$ cat src/rtl/seven_seg_scanner_if.sv
// Display-side bundle of the seven-segment scanner: BCD time in, active-low drive out.
interface seven_seg_scanner_if;
    logic [23:0] number;
    logic [5:0]  blink_mask;
    logic        lz_en;
    logic [7:0]  an;
    logic [6:0]  seg;
    logic        dp;

    modport master (
        output number, blink_mask, lz_en,
        input  an, seg, dp
    );

    modport slave (
        input  number, blink_mask, lz_en,
        output an, seg, dp
    );
endinterface

$ cat src/rtl/seven_seg_scanner.sv
// Time-multiplexed 6-of-8 digit common-anode driver for a packed BCD HH:MM:SS word,
// with per-slot anti-ghost blanking, separator dots, blinking and leading-zero suppression.
module seven_seg_scanner #(
    parameter int unsigned SCAN_DIV     = 100000,
    parameter int unsigned BLANK_CYCLES = 16,
    parameter int unsigned BLINK_DIV    = 25000000
) (
    input  logic               clk,
    input  logic               rst,
    seven_seg_scanner_if.slave disp
);

    localparam int unsigned CNT_W = (SCAN_DIV > 1) ? $clog2(SCAN_DIV) : 1;
    localparam int unsigned BLK_W = (BLINK_DIV > 1) ? $clog2(BLINK_DIV) : 1;
    localparam logic [CNT_W-1:0] CNT_LAST  = CNT_W'(SCAN_DIV - 1);
    localparam logic [CNT_W-1:0] CNT_BLANK = CNT_W'(BLANK_CYCLES);
    localparam logic [BLK_W-1:0] BLK_LAST  = BLK_W'(BLINK_DIV - 1);

    typedef enum logic [2:0] {
        DIG0 = 3'd0,
        DIG1 = 3'd1,
        DIG2 = 3'd2,
        DIG3 = 3'd3,
        DIG4 = 3'd4,
        DIG5 = 3'd5
    } digit_e;

    digit_e            digit_q, digit_d;
    logic [CNT_W-1:0]  cnt_q, cnt_d;
    logic [23:0]       snap_q, snap_d;
    logic [BLK_W-1:0]  blk_q, blk_d;
    logic              ph_q, ph_d;
    logic [7:0]        an_q, an_d;
    logic [6:0]        seg_q, seg_d;
    logic              dp_q, dp_d;

    logic [2:0]        dig_idx;
    logic [3:0]        digit_val;
    logic              blink_hide;
    logic              lz_hide;
    logic              en;

    // Active-low {g,f,e,d,c,b,a}; non-decimal codes show a dash.
    function automatic logic [6:0] seg_decode(input logic [3:0] val);
        logic [6:0] s;
        case (val)
            4'd0:    s = 7'h40;
            4'd1:    s = 7'h79;
            4'd2:    s = 7'h24;
            4'd3:    s = 7'h30;
            4'd4:    s = 7'h19;
            4'd5:    s = 7'h12;
            4'd6:    s = 7'h02;
            4'd7:    s = 7'h78;
            4'd8:    s = 7'h00;
            4'd9:    s = 7'h10;
            default: s = 7'h3F;
        endcase
        return s;
    endfunction

    always_ff @(posedge clk or posedge rst) begin
        if (rst) begin
            digit_q <= DIG0;
            cnt_q   <= '0;
            snap_q  <= '0;
            blk_q   <= '0;
            ph_q    <= 1'b0;
            an_q    <= 8'hFF;
            seg_q   <= 7'h7F;
            dp_q    <= 1'b1;
        end else begin
            digit_q <= digit_d;
            cnt_q   <= cnt_d;
            snap_q  <= snap_d;
            blk_q   <= blk_d;
            ph_q    <= ph_d;
            an_q    <= an_d;
            seg_q   <= seg_d;
            dp_q    <= dp_d;
        end
    end

    // Slot/digit sequencer; the snapshot is taken only at the frame boundary so a frame never tears.
    always_comb begin
        cnt_d   = cnt_q;
        digit_d = digit_q;
        snap_d  = snap_q;
        if (cnt_q == CNT_LAST) begin
            cnt_d = '0;
            case (digit_q)
                DIG0:    digit_d = DIG1;
                DIG1:    digit_d = DIG2;
                DIG2:    digit_d = DIG3;
                DIG3:    digit_d = DIG4;
                DIG4:    digit_d = DIG5;
                DIG5: begin
                    digit_d = DIG0;
                    snap_d  = disp.number;
                end
                default: digit_d = DIG0;
            endcase
        end else begin
            cnt_d = cnt_q + CNT_W'(1);
        end
    end

    // Free-running blink phase generator.
    always_comb begin
        blk_d = blk_q;
        ph_d  = ph_q;
        if (blk_q == BLK_LAST) begin
            blk_d = '0;
            ph_d  = ~ph_q;
        end else begin
            blk_d = blk_q + BLK_W'(1);
        end
    end

    always_comb begin
        dig_idx    = digit_q;
        digit_val  = snap_q[{dig_idx, 2'b00} +: 4];
        blink_hide = ph_q && disp.blink_mask[dig_idx];
        lz_hide    = disp.lz_en && (digit_q == DIG5) && (snap_q[23:20] == 4'h0);
        en         = (cnt_q >= CNT_BLANK) && !blink_hide && !lz_hide;

        an_d  = 8'hFF;
        seg_d = 7'h7F;
        dp_d  = 1'b1;
        if (en) begin
            an_d  = ~(8'h01 << dig_idx);
            seg_d = seg_decode(digit_val);
            dp_d  = !((digit_q == DIG2) || (digit_q == DIG4));
        end
    end

    assign disp.an  = an_q;
    assign disp.seg = seg_q;
    assign disp.dp  = dp_q;

endmodule

$ cat src/flat_wrapper.sv
// flat-port wrapper written by rule: the top's interface ports become plain ports
module seven_seg_scanner_flat 
#(
    parameter int unsigned SCAN_DIV     = 100000,
    parameter int unsigned BLANK_CYCLES = 16,
    parameter int unsigned BLINK_DIV    = 25000000
)
  (clk, rst, disp_number, disp_blink_mask, disp_lz_en, disp_an, disp_seg, disp_dp);
  seven_seg_scanner_if disp_i ();
  input  logic clk;
  input  logic rst;
  input wire logic [$bits(disp_i.number)-1:0] disp_number;
  input wire logic [$bits(disp_i.blink_mask)-1:0] disp_blink_mask;
  input wire logic [$bits(disp_i.lz_en)-1:0] disp_lz_en;
  output wire logic [$bits(disp_i.an)-1:0] disp_an;
  output wire logic [$bits(disp_i.seg)-1:0] disp_seg;
  output wire logic [$bits(disp_i.dp)-1:0] disp_dp;
  assign disp_i.number = disp_number;
  assign disp_i.blink_mask = disp_blink_mask;
  assign disp_i.lz_en = disp_lz_en;
  assign disp_an = disp_i.an;
  assign disp_seg = disp_i.seg;
  assign disp_dp = disp_i.dp;
  seven_seg_scanner #(.SCAN_DIV(SCAN_DIV), .BLANK_CYCLES(BLANK_CYCLES), .BLINK_DIV(BLINK_DIV)) u_core (.clk(clk), .rst(rst), .disp(disp_i));
endmodule
$ cat config.mk
export PLATFORM = sky130hd
export DESIGN_NAME = seven_seg_scanner_flat
export DESIGN_NICKNAME = d
export VERILOG_FILES = /design/src/rtl/seven_seg_scanner_if.sv /design/src/rtl/seven_seg_scanner.sv /design/src/flat_wrapper.sv
export SDC_FILE = /design/constraint.sdc
export NUM_CORES = 1
export LEC_CHECK = 0
export CORE_MARGIN = 2
export CORE_UTILIZATION = 55
export CTS_CLUSTER_SIZE = 30
export DETAILED_ROUTE_END_ITERATION = 6
export PLACE_DENSITY = 0.86
export SYNTH_ARGS = -nofsm -noshare
export SYNTH_HDL_FRONTEND = slang
export SYNTH_SLANG_ARGS = --single-unit
$ cat constraint.sdc
create_clock -name clk -period 4.8 [get_ports clk]
set_clock_uncertainty 0.05 [all_clocks]
set_input_delay 0.96 -clock clk [delete_from_list [all_inputs] [get_ports clk]]
set_output_delay 0.96 -clock clk [all_outputs]
set_load 0.02 [all_outputs]
* Word-level counts from Yosys, hierarchy flattened
Memories as Yosys holds them, arrays and structs flattened.
Index checks and enable logic that the tools add are counted.
** Word-level totals
- Memory bits (writable) :: 0
- Input port bits :: 33
- Register bits :: 86
- Memories kept :: 1
- Output and inout port bits :: 16
- Word-level logic and storage cells :: 44
- Bits in read-only memories :: 112
- Latch bits :: 0
** Memories
- (name not given) :: depth 16, width 7, read ports 1, clocked after Yosys merged registers in 0, wr ports 0, RTL line seven_seg_scanner.sv:46 : case (val)
** Cells by class
- $lt $le $gt $ge :: 2
- Add/sub/neg operators :: 2
- Multipliers :: 0
- Reduce and logical (&&, ||, !) cells :: 12
- Multiplexer cells :: 8
- Eq/ne operators :: 7
- Shift operators :: 2
- Div/mod/pow operators :: 0
- Bitwise gates (word level) :: 2
** Operators by type and width (number)
- 25-bit by 1-bit adder with 25-bit output (second input constant) :: 1
- 25-bit == test (second input constant) :: 1
- 25-bit 2-to-1 mux :: 1
- 24-bit by 6-bit indexed part select with 4-bit output :: 1
- 17-bit by 1-bit adder with 17-bit output (second input constant) :: 1
- 17-bit == test (second input constant) :: 1
- 17-bit by 5-bit >= comparator with 1-bit output (second input constant) :: 1
- 17-bit 2-to-1 mux :: 1
- 3-bit case mux with 5 select lines :: 1
- 8-bit 2-to-1 mux :: 1
- 8-bit inverter :: 1
- 1-bit by 3-bit << shifter with 8-bit output (first input constant) :: 1
- 7-bit 2-to-1 mux :: 1
- 3-bit by 2-bit == test with 1-bit output (second input constant) :: 2
- 3-bit == test (second input constant) :: 2
- 1-bit logical AND :: 5
- 4-bit zero test :: 1
- 3-bit by 4-bit < comparator with 1-bit output (second input constant) :: 1
- 1-bit binary-select mux with 3-bit select :: 1
- 3-bit by 1-bit == test with 1-bit output (second input constant) :: 1
- 1-bit zero test :: 3
- 3-bit zero test :: 1
- 1-bit 2-to-1 mux :: 2
- 2-bit AND reduction :: 1
- 2 further kinds :: 2

* Depth between registers and ports, before layout
Gate-level depths: netlist of run 1.
- Depth after elaboration :: 7
- Mapped depth :: 10

* Worst setup path after synthesis of run 1
OpenSTA, ideal clock, no wires.
- Path type :: register to register
- From :: reg u_core.digit_q[0] (netlist: u_core.dig_idx[0])
- To :: reg u_core.seg_q[5] (netlist: u_core.disp.seg[5])
- Library setup time :: 0.087 ns
- Arrival :: 2.007 ns
- Slack :: 2.657 ns
- Clock period less this slack :: 2.143 ns
- Cell stages (with the launch flop) :: 9
- Data required time :: 4.663 ns
- Path through :: dfrtp_1 > buf_2 > mux4_2 > a21oi_1 > ha_1 > a21oi_1 > o22a_1 > a21oi_1 > o21ai_0
** Between the ends
- Cells in the longest elaborated chain, start to end :: 7
** RTL lines
- start: declaration :: RTL line seven_seg_scanner.sv:28 : digit_e digit_q, digit_d;
- start signal: assignment :: RTL line seven_seg_scanner.sv:73 : digit_q <= digit_d;
- branches (longest 6 deep; another with memory read 16 x 7 bit)
- 7-bit 2-to-1 mux (*) :: RTL line seven_seg_scanner.sv:130 : if (en) begin
- named net u_core.seg_d[5] :: RTL line seven_seg_scanner.sv:34 : logic [6:0] seg_q, seg_d;
- end signal: assignment :: RTL line seven_seg_scanner.sv:79 : seg_q <= seg_d;
- end: declaration :: RTL line seven_seg_scanner.sv:34
Mark *: on every way through the listed nets, which the timed path passes. The select of a mux whose other input is x is not followed.
A chain may end at the register's enable or synchronous reset.

* Worst setup path after layout of run 1
- From :: reg u_core.cnt_q[13]
- To :: reg u_core.snap_q[23]
** Between the ends
- Cells in the longest elaborated chain, start to end :: 2
** RTL lines
- start: declaration :: RTL line seven_seg_scanner.sv:29 : logic [CNT_W-1:0] cnt_q, cnt_d;
- start signal: assignment :: RTL line seven_seg_scanner.sv:74 : cnt_q <= cnt_d;
- 17-bit == test :: RTL line seven_seg_scanner.sv:89 : if (cnt_q == CNT_LAST) begin
- 2-bit AND reduction (no source line)
- end signal: assignment :: RTL line seven_seg_scanner.sv:75 : snap_q <= snap_d;
- end: declaration :: RTL line seven_seg_scanner.sv:30 : logic [23:0] snap_q, snap_d;
Every way passes these cells.

==> results of run 1 <==
-- critical path, stage by stage, from the launching register on --
cell,delay [ps]
dfrtp_1,420
nor4_1,270
nand2_1,160
nor3_4,510
and3_1,940
mux2_2,420
-- sequential cells by signal, summed over array words and instances, names as in the netlist --
register,count
u_core.blk_q,25
u_core.disp.seg,7
u_core.cnt_q,17
u_core.disp.dp,1
u_core.ph_q,1
u_core.dig_idx,3
u_core.disp.an,8
u_core.snap_q,24
-- per-stage QoR --
| step | hold WS (ps) | power [mW] | area [um^2] | util [%] | instances |
|---|---|---|---|---|---|
| final | 441 | 1.24 | 4870 | 66.8 | 521 |
| after detailed placement | 421 | 0.783 | 4690 | 64.3 | 505 |
| after CTS | 440 | 1.25 | 4870 | 66.8 | 521 |
| after floorplan | 402 | 0.750 | 4160 | - | 371 |
| after global routing | 461 | 1.29 | 4870 | 66.8 | 521 |
| after global placement | 412 | 0.782 | 4690 | 64.3 | 505 |
-- power by group through the flow --
stage / logic, mW / registers [mW] / clock network (mW)
detailed placement: 0.0444 / 0.738 / 0
finish: 0.0426 / 0.725 / 0.472
floorplan: 0.0118 / 0.738 / 0
CTS: 0.0446 / 0.725 / 0.483
global route: 0.0473 / 0.725 / 0.515
global placement: 0.0436 / 0.738 / 0
-- logic make-up after synthesis --
kind of cell | Yosys count | synth area share (%)
buffers and inverters | 26 | 3.19
AND/OR/NAND/NOR | 140 | 17.8
AO/OA/AOI/OAI | 35 | 5.41
XOR/XNOR | 37 | 7.79
multiplexers | 39 | 11.2
adder cells (fa/ha/maj) | 8 | 2.41
flip-flops | 86 | 52.2
-- worst paths after layout --
kind / end / cells past startpoint
max reg2reg: u_core.snap_q[23] / 5
min: u_core.snap_q[16] / 1
min in group asynchronous: u_core.blk_q[8] / 2
max: u_core.snap_q[23] / 5
min reg2reg: u_core.snap_q[16] / 1
max in group asynchronous: u_core.disp.seg[4] / 3
-- final cells by class --
class,instances,area [um^2],share of cell area (%)
Clock buffer,15,178,3.65
Multi-Input combinational cell,259,1860,38.1
Clock inverter,1,5.00,0.103
Inverter,11,42.5,0.873
Sequential cell,86,2170,44.6
Timing Repair Buffer,50,495,10.2
Tap cell,99,124,2.54
-- layout by cell type, fill, tap and decap left out, types with 5 or more instances in the layout --
master / instances
a21oi_1: 9
and2_1: 5
and3_1: 7
clkbuf_8: 10
clkdlybuf4s50_1: 48
dfrtp_1: 70
dfstp_2: 16
ha_1: 8
inv_1: 10
mux2_1: 20
mux2_2: 11
mux2i_1: 5
nand2_1: 20
nand3_1: 22
nand4_1: 17
nor2_1: 35
nor3_1: 7
nor4_1: 7
o21ai_0: 11
xnor2_1: 15
xor2_1: 22
-- per-layer routing --
metal  global-route usage (%)  vias up
li1                         -     1407
met1                     27.5     1438
met2                     35.4       79
met3                     5.39       11
met4                     5.81        0
met5                        0        -
==> impl_results.md, run 1 <==
* CTS H-tree lvls at 3
* Antenna Violating Nets Remaining at 0
* Die Width at ~90 um
* Met3 Wirelength at between 300 and 400 um
* M1 wire length at approximately 3.6 mm
* Post-CTS Hold Buffers at 0
* Largest net degree at the start of global routing at 57
* Routed len/inst at 15.9 um
* Crit path kind: reg2reg
* Fraction of layout instances using a drive strength above 1 at between 10% and 20%
* Worst slack, placed at approximately 1900 ps
* DRT iter0 DRCs at about 120
* Lkg Pwr at approximately 2.2 nW
* Die Area at 0.00828 mm^2
* CP startpoint kind: flip-flop
* CTS root buf: clkbuf_8
* Post-Syn Nets at 412
* Sw frac at around a fifth
* DR top layer: met4
* Area grow syn2layout at 17.1%
* Clock buffer depth at 2
* Clk pwr share at about two fifths
* Gr ovfl total at 0
* Antenna cell count at 0
* Seq pwr share at between 50% and 60%
* Critical path capture point type: flip-flop
* Endpoints failing setup at 0
* Internal at between 0.9 and 1 mW
* CTS buffer count at 9
* Mean Syn Cell Area at 11.2 um^2
* Power Density at around 250 mW/mm^2
* Cell variety after synth at 49
* Minimum clock period at 2900 ps
* Critical Path RT at between 4000 and 5000 ps
* Peak VDD IR at 0.000182 V
* Fmax at around 340 MHz
* Via Count at between 2,000 and 3,000
* Vias per cell at between 5 and 6
* Sequential cell area fraction in the yosys report at ~52%
* Mapped Cells at approximately 370
* GRT Total Usage at about a fifth
* CP max FO at 24
* Reg-to-reg slack, setup at roughly 1900 ps
* First-pass GRT wire length at roughly 14 mm
* Sink Count at 86
* Wirelength, routed at 8.30 mm
* Drt drc at 0
* Synth Register Bits at 86
* Initial Utilization at between 50% and 60%
* Total setup buffers inserted after CTS at 0
* Row Count at 31
* Fillers at 567
* GP Congestion at just over 0.8
* Fin crit share at between 60% and 70%
* Dominant register cell in the synthesized netlist: dfrtp_1
* Antenna violations before repair at 0
* Most frequent cell after synthesis: dfrtp_1
* Die span in y at 91.0 um
* Hold Crit Start: u_core.snap_q[16]
* Max_cap viols at 0
* Setup TNS at 0 ps
* CTS tree: built
* Synth top area cells: dfrtp_1, dfstp_2, mux2_1
* Number of synthesized flops with an enable pin at 0
* Worst setup path startpoint: u_core.cnt_q[13]
* Met2 routed WL at between 4 and 5 mm
* Rel. slew slack at 29.5%
* Top cell type's share of synthesized area at between 40% and 50%
* Number of gates resized after CTS at 0
* Final HPWL DP at 5.87 mm
* Synth Warn # at 0
* Outcome: finished, final reports clean
* Crit path setup slack, layout at roughly 1900 ps
* I/O Buffers at 48
* RSZ-0062 raised after global routing: no
* RR Startpoint: u_core.cnt_q[13]
* Final nets at around 460
* Final Hold Fails at 0
* Switch Pwr at ~0.26 mW
* First-pass iteration count of the detailed router at 4
* Top Ports at 49
* Area of the core at between 0.007 and 0.008 mm^2
* Hold Crit Class: reg2reg
* CP arrival at around 3100 ps
* Post-synth top cells: dfrtp_1, nor2_1, nand3_1, xor2_1
* Synth area leader: dfrtp_1
* Vias in the first global route at 2,840
* Slew of the pin with the lowest slew margin at roughly 1100 ps
* Worst skew pair latency at approximately 350 ps
* Max-slew violation count at 0
* Combinational fraction of design power at around 3.4%
* FFs w/ async S/R, synth at 100%
* Mapped Area at between 0.004 and 0.005 mm^2
* Clock transition at the registers of the reported paths at roughly 80 ps
(Power assumes the default switching activity.)
==> run 2, diff against run 1 <==
CORE_UTILIZATION = 50   (was 55)
PLACE_DENSITY = 0.82   (was 0.86)
clock period = 2.65 ns   (was 4.8 ns; I/O delays follow)
==> impl_results.md, run 2 (synthesized netlist as in run 1, its figures left out) <==
* Minimum clock period at 2260 ps (-640 ps)
* CP startpoint kind: flip-flop
* Fillers at 640 (+13%)
* Die Area at 0.00907 mm^2 (+9.6%)
* CTS root buf: clkbuf_8
* Number of gates resized after CTS at 0 (unchanged)
* GRT Total Usage at 20.1% (-1.0 points)
* Initial Utilization at 51.1% (-5.9 points)
* CTS H-tree lvls at 3 (unchanged)
* Endpoints failing setup at 0 (unchanged)
* Fin crit share at 85.3% (+25 points)
* Combinational fraction of design power at 3.4% (about the same)
* Fraction of layout instances using a drive strength above 1 at 14.0% (+2.1 points)
* Gr ovfl total at 0 (unchanged)
* Fmax at 442 MHz (+28%)
* Final nets at 465 (+1.5%)
* Power Density at 462 mW/mm^2 (+82%)
* CP arrival at 2470 ps (-620 ps)
* Largest net degree at the start of global routing at 80 (+40%)
* Routed len/inst at 15.4 um (-3.3%)
* Commonest cells after routing, fill and taps aside: dfrtp_1, clkdlybuf4s50_1, nor2_1
* I/O Buffers at 48 (unchanged)
* First-pass iteration count of the detailed router at 4 (unchanged)
* Biggest registers after layout: u_core.blk_q x25, u_core.snap_q x24, u_core.cnt_q x17
* Setup TNS at 0 ps (unchanged)
* Critical path capture point type: flip-flop
* Switch Pwr at 0.496 mW (+94%)
* Hold Crit Class: in2async
* Antenna Violating Nets Remaining at 0 (unchanged)
* Via Count at 2,949 (+0.48%)
* Reg2Reg Capture Point: u_core.disp.seg[5]
* Max-slew violation count at 0 (unchanged)
* Seq pwr share at 57.3% (-1.2 points)
* Clock buffer depth at 2 (unchanged)
* CTS tree: built
* Rel. slew slack at 59.9% (+30 points)
* Post-CTS Hold Buffers at 0 (unchanged)
* Worst skew pair latency at 360 ps (about the same)
* Max FFs per register at 25 (unchanged)
* GP Congestion at 0.906 (+11%)
* Total setup buffers inserted after CTS at 0 (unchanged)
* Slew of the pin with the lowest slew margin at 602 ps (-456 ps)
* Top Ports at 49 (unchanged)
* DRT iter0 DRCs at 212 (+84%)
* Area of the core at 0.00813 mm^2 (+12%)
* Reg-to-reg slack, setup at 390 ps (-1510 ps)
* RSZ-0062 raised after global routing: no
* Biggest register: u_core.blk_q
* Max_cap viols at 0 (unchanged)
* CP max FO at 20 (-17%)
* Final HPWL DP at 5.83 mm (-0.64%)
* Die span in y at 95.2 um (+4.7%)
* Outcome: finished, final reports clean
* Final Hold Fails at 0 (unchanged)
* First-pass GRT wire length at 13.9 mm (+0.25%)
* Critical Path RT at 2860 ps (-2130 ps)
* Area grow syn2layout at 19.1%
* Lkg Pwr at 2.22 nW (+2.1%)
* Reg2reg path depth at 9 (+4)
* Row Count at 33 (+6.5%)
* Drt drc at 0 (unchanged)
* Internal at 1.79 mW (+82%)
* Sw frac at 21.7% (+1.0 points)
* Peak VDD IR at 0.000360 V (+98%)
* Clk pwr share at 39.2% (+1.1 points)
* CTS buffer count at 9 (unchanged)
* Wirelength, routed at 8.22 mm (-0.93%)
* Worst hold slack at 379 ps (-61.8 ps)
* Die Width at 95.2 um (+4.7%)
* Vias per cell at 5.52 (-2.0%)
* Worst setup path startpoint: u_core.dig_idx[0]
* Crit path kind: reg2reg
* Clock transition at the registers of the reported paths at 90 ps (about the same)
* Sink Count at 86 (unchanged)
* RR Startpoint: u_core.dig_idx[0]
* Antenna cell count at 0 (unchanged)
* Commonest non-fill, non-tap cell in the layout: dfrtp_1
* Vias in the first global route at 3,004 (+5.8%)
* Antenna violations before repair at 0 (unchanged)
==> run 2: cell count changes in the layout (fill, tap and decap cells not counted), sizes merged <==
| cell | delta |
|---|---|
| clkinv | +3 |
| bufinv | +1 |
| buf | +7 |
| clkinvlp | +1 |
| clkbuf | -5 |
==> run 2: through the flow <==
step           setup slack, ps  util, %  power, mW  cell area [um^2]  std cells
3_5_place_dp               294     58.6       1.42              4760        518
2_1_floorplan              507        -       1.36              4160        371
4_1_cts                    388     60.9       2.32              4950        534
5_1_grt                    153     60.9       2.38              4950        534
6_report                   389     60.9       2.29              4950        534
3_3_place_gp               363     58.6       1.42              4760        518
==> run 2: worst max-delay path by stage <==
stage,slack (ps),end
2_1_floorplan,510,u_core.disp.seg[5]
3_3_place_gp,360,u_core.disp.seg[3]
3_5_place_dp,290,u_core.disp.seg[1]
4_1_cts,390,u_core.disp.seg[4]
5_1_grt,150,u_core.disp.seg[4]
6_report,390,u_core.disp.seg[5]
==> run 2: power groups by stage <==
| stage | Clock, mW | Combinational, mW | Sequential [mW] |
|---|---|---|---|
| floorplan | 0 | 0.0217 | 1.34 |
| global placement | 0 | 0.0800 | 1.34 |
| detailed placement | 0 | 0.0811 | 1.34 |
| CTS | 0.924 | 0.0817 | 1.31 |
| global route | 0.976 | 0.0878 | 1.31 |
| finish | 0.898 | 0.0788 | 1.31 |
==> run 2: routing by layer <==
layer	GRT usage, %	wire length, um	up-vias
met2	31.9	4030	61
met4	9.42	207	0
met5	0	0	-
li1	-	-	1416
met1	25.9	3650	1452
met3	5.06	331	20
==> run 2: layout make-up <==
type | count | area, um^2 | area share (%)
multi-input cells | 259 | 1860 | 37.4
inverters | 11 | 45.0 | 0.909
flip-flops and latches | 86 | 2170 | 43.8
repair buffers | 57 | 561 | 11.3
clock inverters | 6 | 62.6 | 1.26
clock buffers | 10 | 128 | 2.58
well taps | 105 | 131 | 2.65
==> run 2: critical path, cell delays in order (launching register included) <==
cell,delay (ps)
dfrtp_1,420
buf_4,290
mux2i_1,270
nor3_1,70
a21oi_1,330
ha_1,260
a21oi_1,50
o22a_1,200
a21oi_1,120
o21ai_0,90
==> run 3, diff against run 2 <==
CAP_MARGIN = 25   (was not set)
GPL_ROUTABILITY_DRIVEN = 0   (was not set)
==> impl_results.md, run 3 (synthesized netlist as in run 1, its figures left out) <==
* Worst slack, placed at 281 ps (-12.7 ps)
* Routed len/inst at 15.6 um (+1.5%)
* Number of gates resized after CTS at 0 (unchanged)
* Area grow syn2layout at 20.2%
* Commonest cells after routing, fill and taps aside: dfrtp_1, clkdlybuf4s50_1, nor2_1
* RSZ-0062 raised after global routing: no
* Top Ports at 49 (unchanged)
* Post-CTS Hold Buffers at 0 (unchanged)
* Critical Path RT at 2850 ps (about the same)
* I/O Buffers at 48 (unchanged)
* Setup TNS at 0 ps (unchanged)
* CP startpoint kind: flip-flop
* Biggest registers after layout: u_core.blk_q x25, u_core.snap_q x24, u_core.cnt_q x17
* Register area at 0.00217 mm^2 (unchanged)
* Final Hold Fails at 0 (unchanged)
* CTS buffer count at 9 (unchanged)
* Final HPWL DP at 5.99 mm (+2.7%)
* Total setup buffers inserted after CTS at 0 (unchanged)
* Slew of the pin with the lowest slew margin at 608 ps (+5.91 ps)
* Sink Count at 86 (unchanged)
* Antenna Violating Nets Remaining at 0 (unchanged)
* Max-slew violation count at 0 (unchanged)
* Peak VDD IR at 0.000333 V (-7.7%)
* Vias in the first global route at 2,848 (-5.2%)
* Worst setup path startpoint: u_core.dig_idx[2]
* Lkg Pwr at 2.24 nW (+0.89%)
* Biggest register: u_core.blk_q
* GRT Total Usage at 19.8% (-0.31 points)
* Final cell count without fillers at 534 (unchanged)
* Gr ovfl total at 0 (unchanged)
* Hold Crit Start: u_core.snap_q[10]
* DRT iter0 DRCs at 126 (-41%)
* CP cell instances: mux4_2 -> a21oi_1 -> ha_1 -> a21oi_1 -> o22a_1 -> a21oi_1 -> o21ai_0
* Worst path most repeated cell: a21oi_1
* Crit path setup slack, layout at 331 ps (-57.2 ps)
* Die Width at 95.2 um (unchanged)
* Rel. slew slack at 59.5% (-0.39 points)
* Die Area at 0.00907 mm^2 (unchanged)
* Multi-input gate area at 0.00186 mm^2 (unchanged)
* Minimum clock period at 2320 ps (+57.2 ps)
* Die span in y at 95.2 um (unchanged)
* Final core utilization at 61.5% (+0.54 points)
* Via Count at 2,936 (-0.44%)
* Vias per cell at 5.50 (-0.44%)
* Slowest-stage cell, CP: dfrtp_1
* Hold Crit Class: reg2reg
* Row Count at 33 (unchanged)
* Crit path kind: reg2reg
* CTS root buf: clkbuf_8
* Fillers at 663 (+3.6%)
* Drt drc at 0 (unchanged)
* Fraction of layout instances using a drive strength above 1 at 14.0% (unchanged)
* Fmax at 431 MHz (-2.5%)
* Cells after DPL at 518 (unchanged)
* Final nets at 465 (unchanged)
* Outcome: finished, final reports clean
* Clock buffer depth at 2 (unchanged)
* CTS tree: built
* Antenna cell count at 0 (unchanged)
* Worst skew pair latency at 350 ps (about the same)
* CP peak stage delay at 590 ps (+170 ps)
* Fin crit share at 87.5% (+2.2 points)
* RR Startpoint: u_core.dig_idx[2]
* Max_cap viols at 0 (unchanged)
* CP arrival at 2520 ps (+50 ps)
* First-pass GRT wire length at 13.7 mm (-1.2%)
* First-pass iteration count of the detailed router at 4 (unchanged)
* Clock transition at the registers of the reported paths at 90 ps (about the same)
* Antenna violations before repair at 0 (unchanged)
* Power Density at 488 mW/mm^2 (+5.7%)
* Wirelength, routed at 8.34 mm (+1.5%)
* Critical path capture point type: flip-flop
* Total Power at 2.44 mW (+6.6%)
* Endpoints failing setup at 0 (unchanged)
* Commonest non-fill, non-tap cell in the layout: dfrtp_1
* Initial Utilization at 51.1% (unchanged)
* Max FFs per register at 25 (unchanged)
* Reg2reg path depth at 7 (-2)
* Area of the core at 0.00813 mm^2 (unchanged)
* Largest net degree at the start of global routing at 87 (+8.8%)
* CP max FO at 11 (-45%)
* Worst hold path depth at 1
* CTS H-tree lvls at 3 (unchanged)
[run 3: changes by cell type in the layout (fill, tap and decap cells not counted)]
cell	change
clkbuf_8	+3
clkinv_4	-2
clkinv_2	-2
bufinv_16	+1
[run 3: metrics by stage]
stage	instance area (um^2)	hold WS [ps]
2_1_floorplan	4160	402
3_3_place_gp	4760	414
3_5_place_dp	4760	426
4_1_cts	5000	445
5_1_grt	5000	469
6_report	5000	441
[run 3: per-layer routing]
layer | vias to the layer above | wire length, um | GRT usage, %
met5 | - | 0 | 0
met2 | 62 | 3990 | 31.0
li1 | 1409 | - | -
met1 | 1451 | 3840 | 27.3
met3 | 14 | 308 | 2.92
met4 | 0 | 191 | 9.06
[run 3: cell type report]
| cell class | instances | share of cell area [%] |
|---|---|---|
| multi-input cells | 259 | 37.1 |
| well taps | 105 | 2.63 |
| inverters | 11 | 0.901 |
| clock inverters | 3 | 1.30 |
| repair buffers | 57 | 11.2 |
| flip-flops and latches | 86 | 43.5 |
| clock buffers | 13 | 3.38 |
[run 3: final timing paths]
path / to / slack [ps]
min in group asynchronous: u_core.cnt_q[4] / 590
min: u_core.snap_q[10] / 440
max in group asynchronous: u_core.snap_q[8] / 1590
min reg2reg: u_core.snap_q[10] / 440
max reg2reg: u_core.disp.seg[5] / 330
max: u_core.disp.seg[5] / 330
[run 3: worst max-delay path, delay by kind of cell (launching register included)]
kind | cells | cell delay (ps)
DFF | 1 | 590
muxes | 1 | 410
AOI/OAI and AO/OA | 5 | 900
adders and majority gates | 1 | 270
[run 3: power by group]
part	switching, mW	leakage [nW]	internal [mW]
sequential	0	1.12	1.31
combinational	0.0330	1.00	0.0461
clock	0.440	0.120	0.607
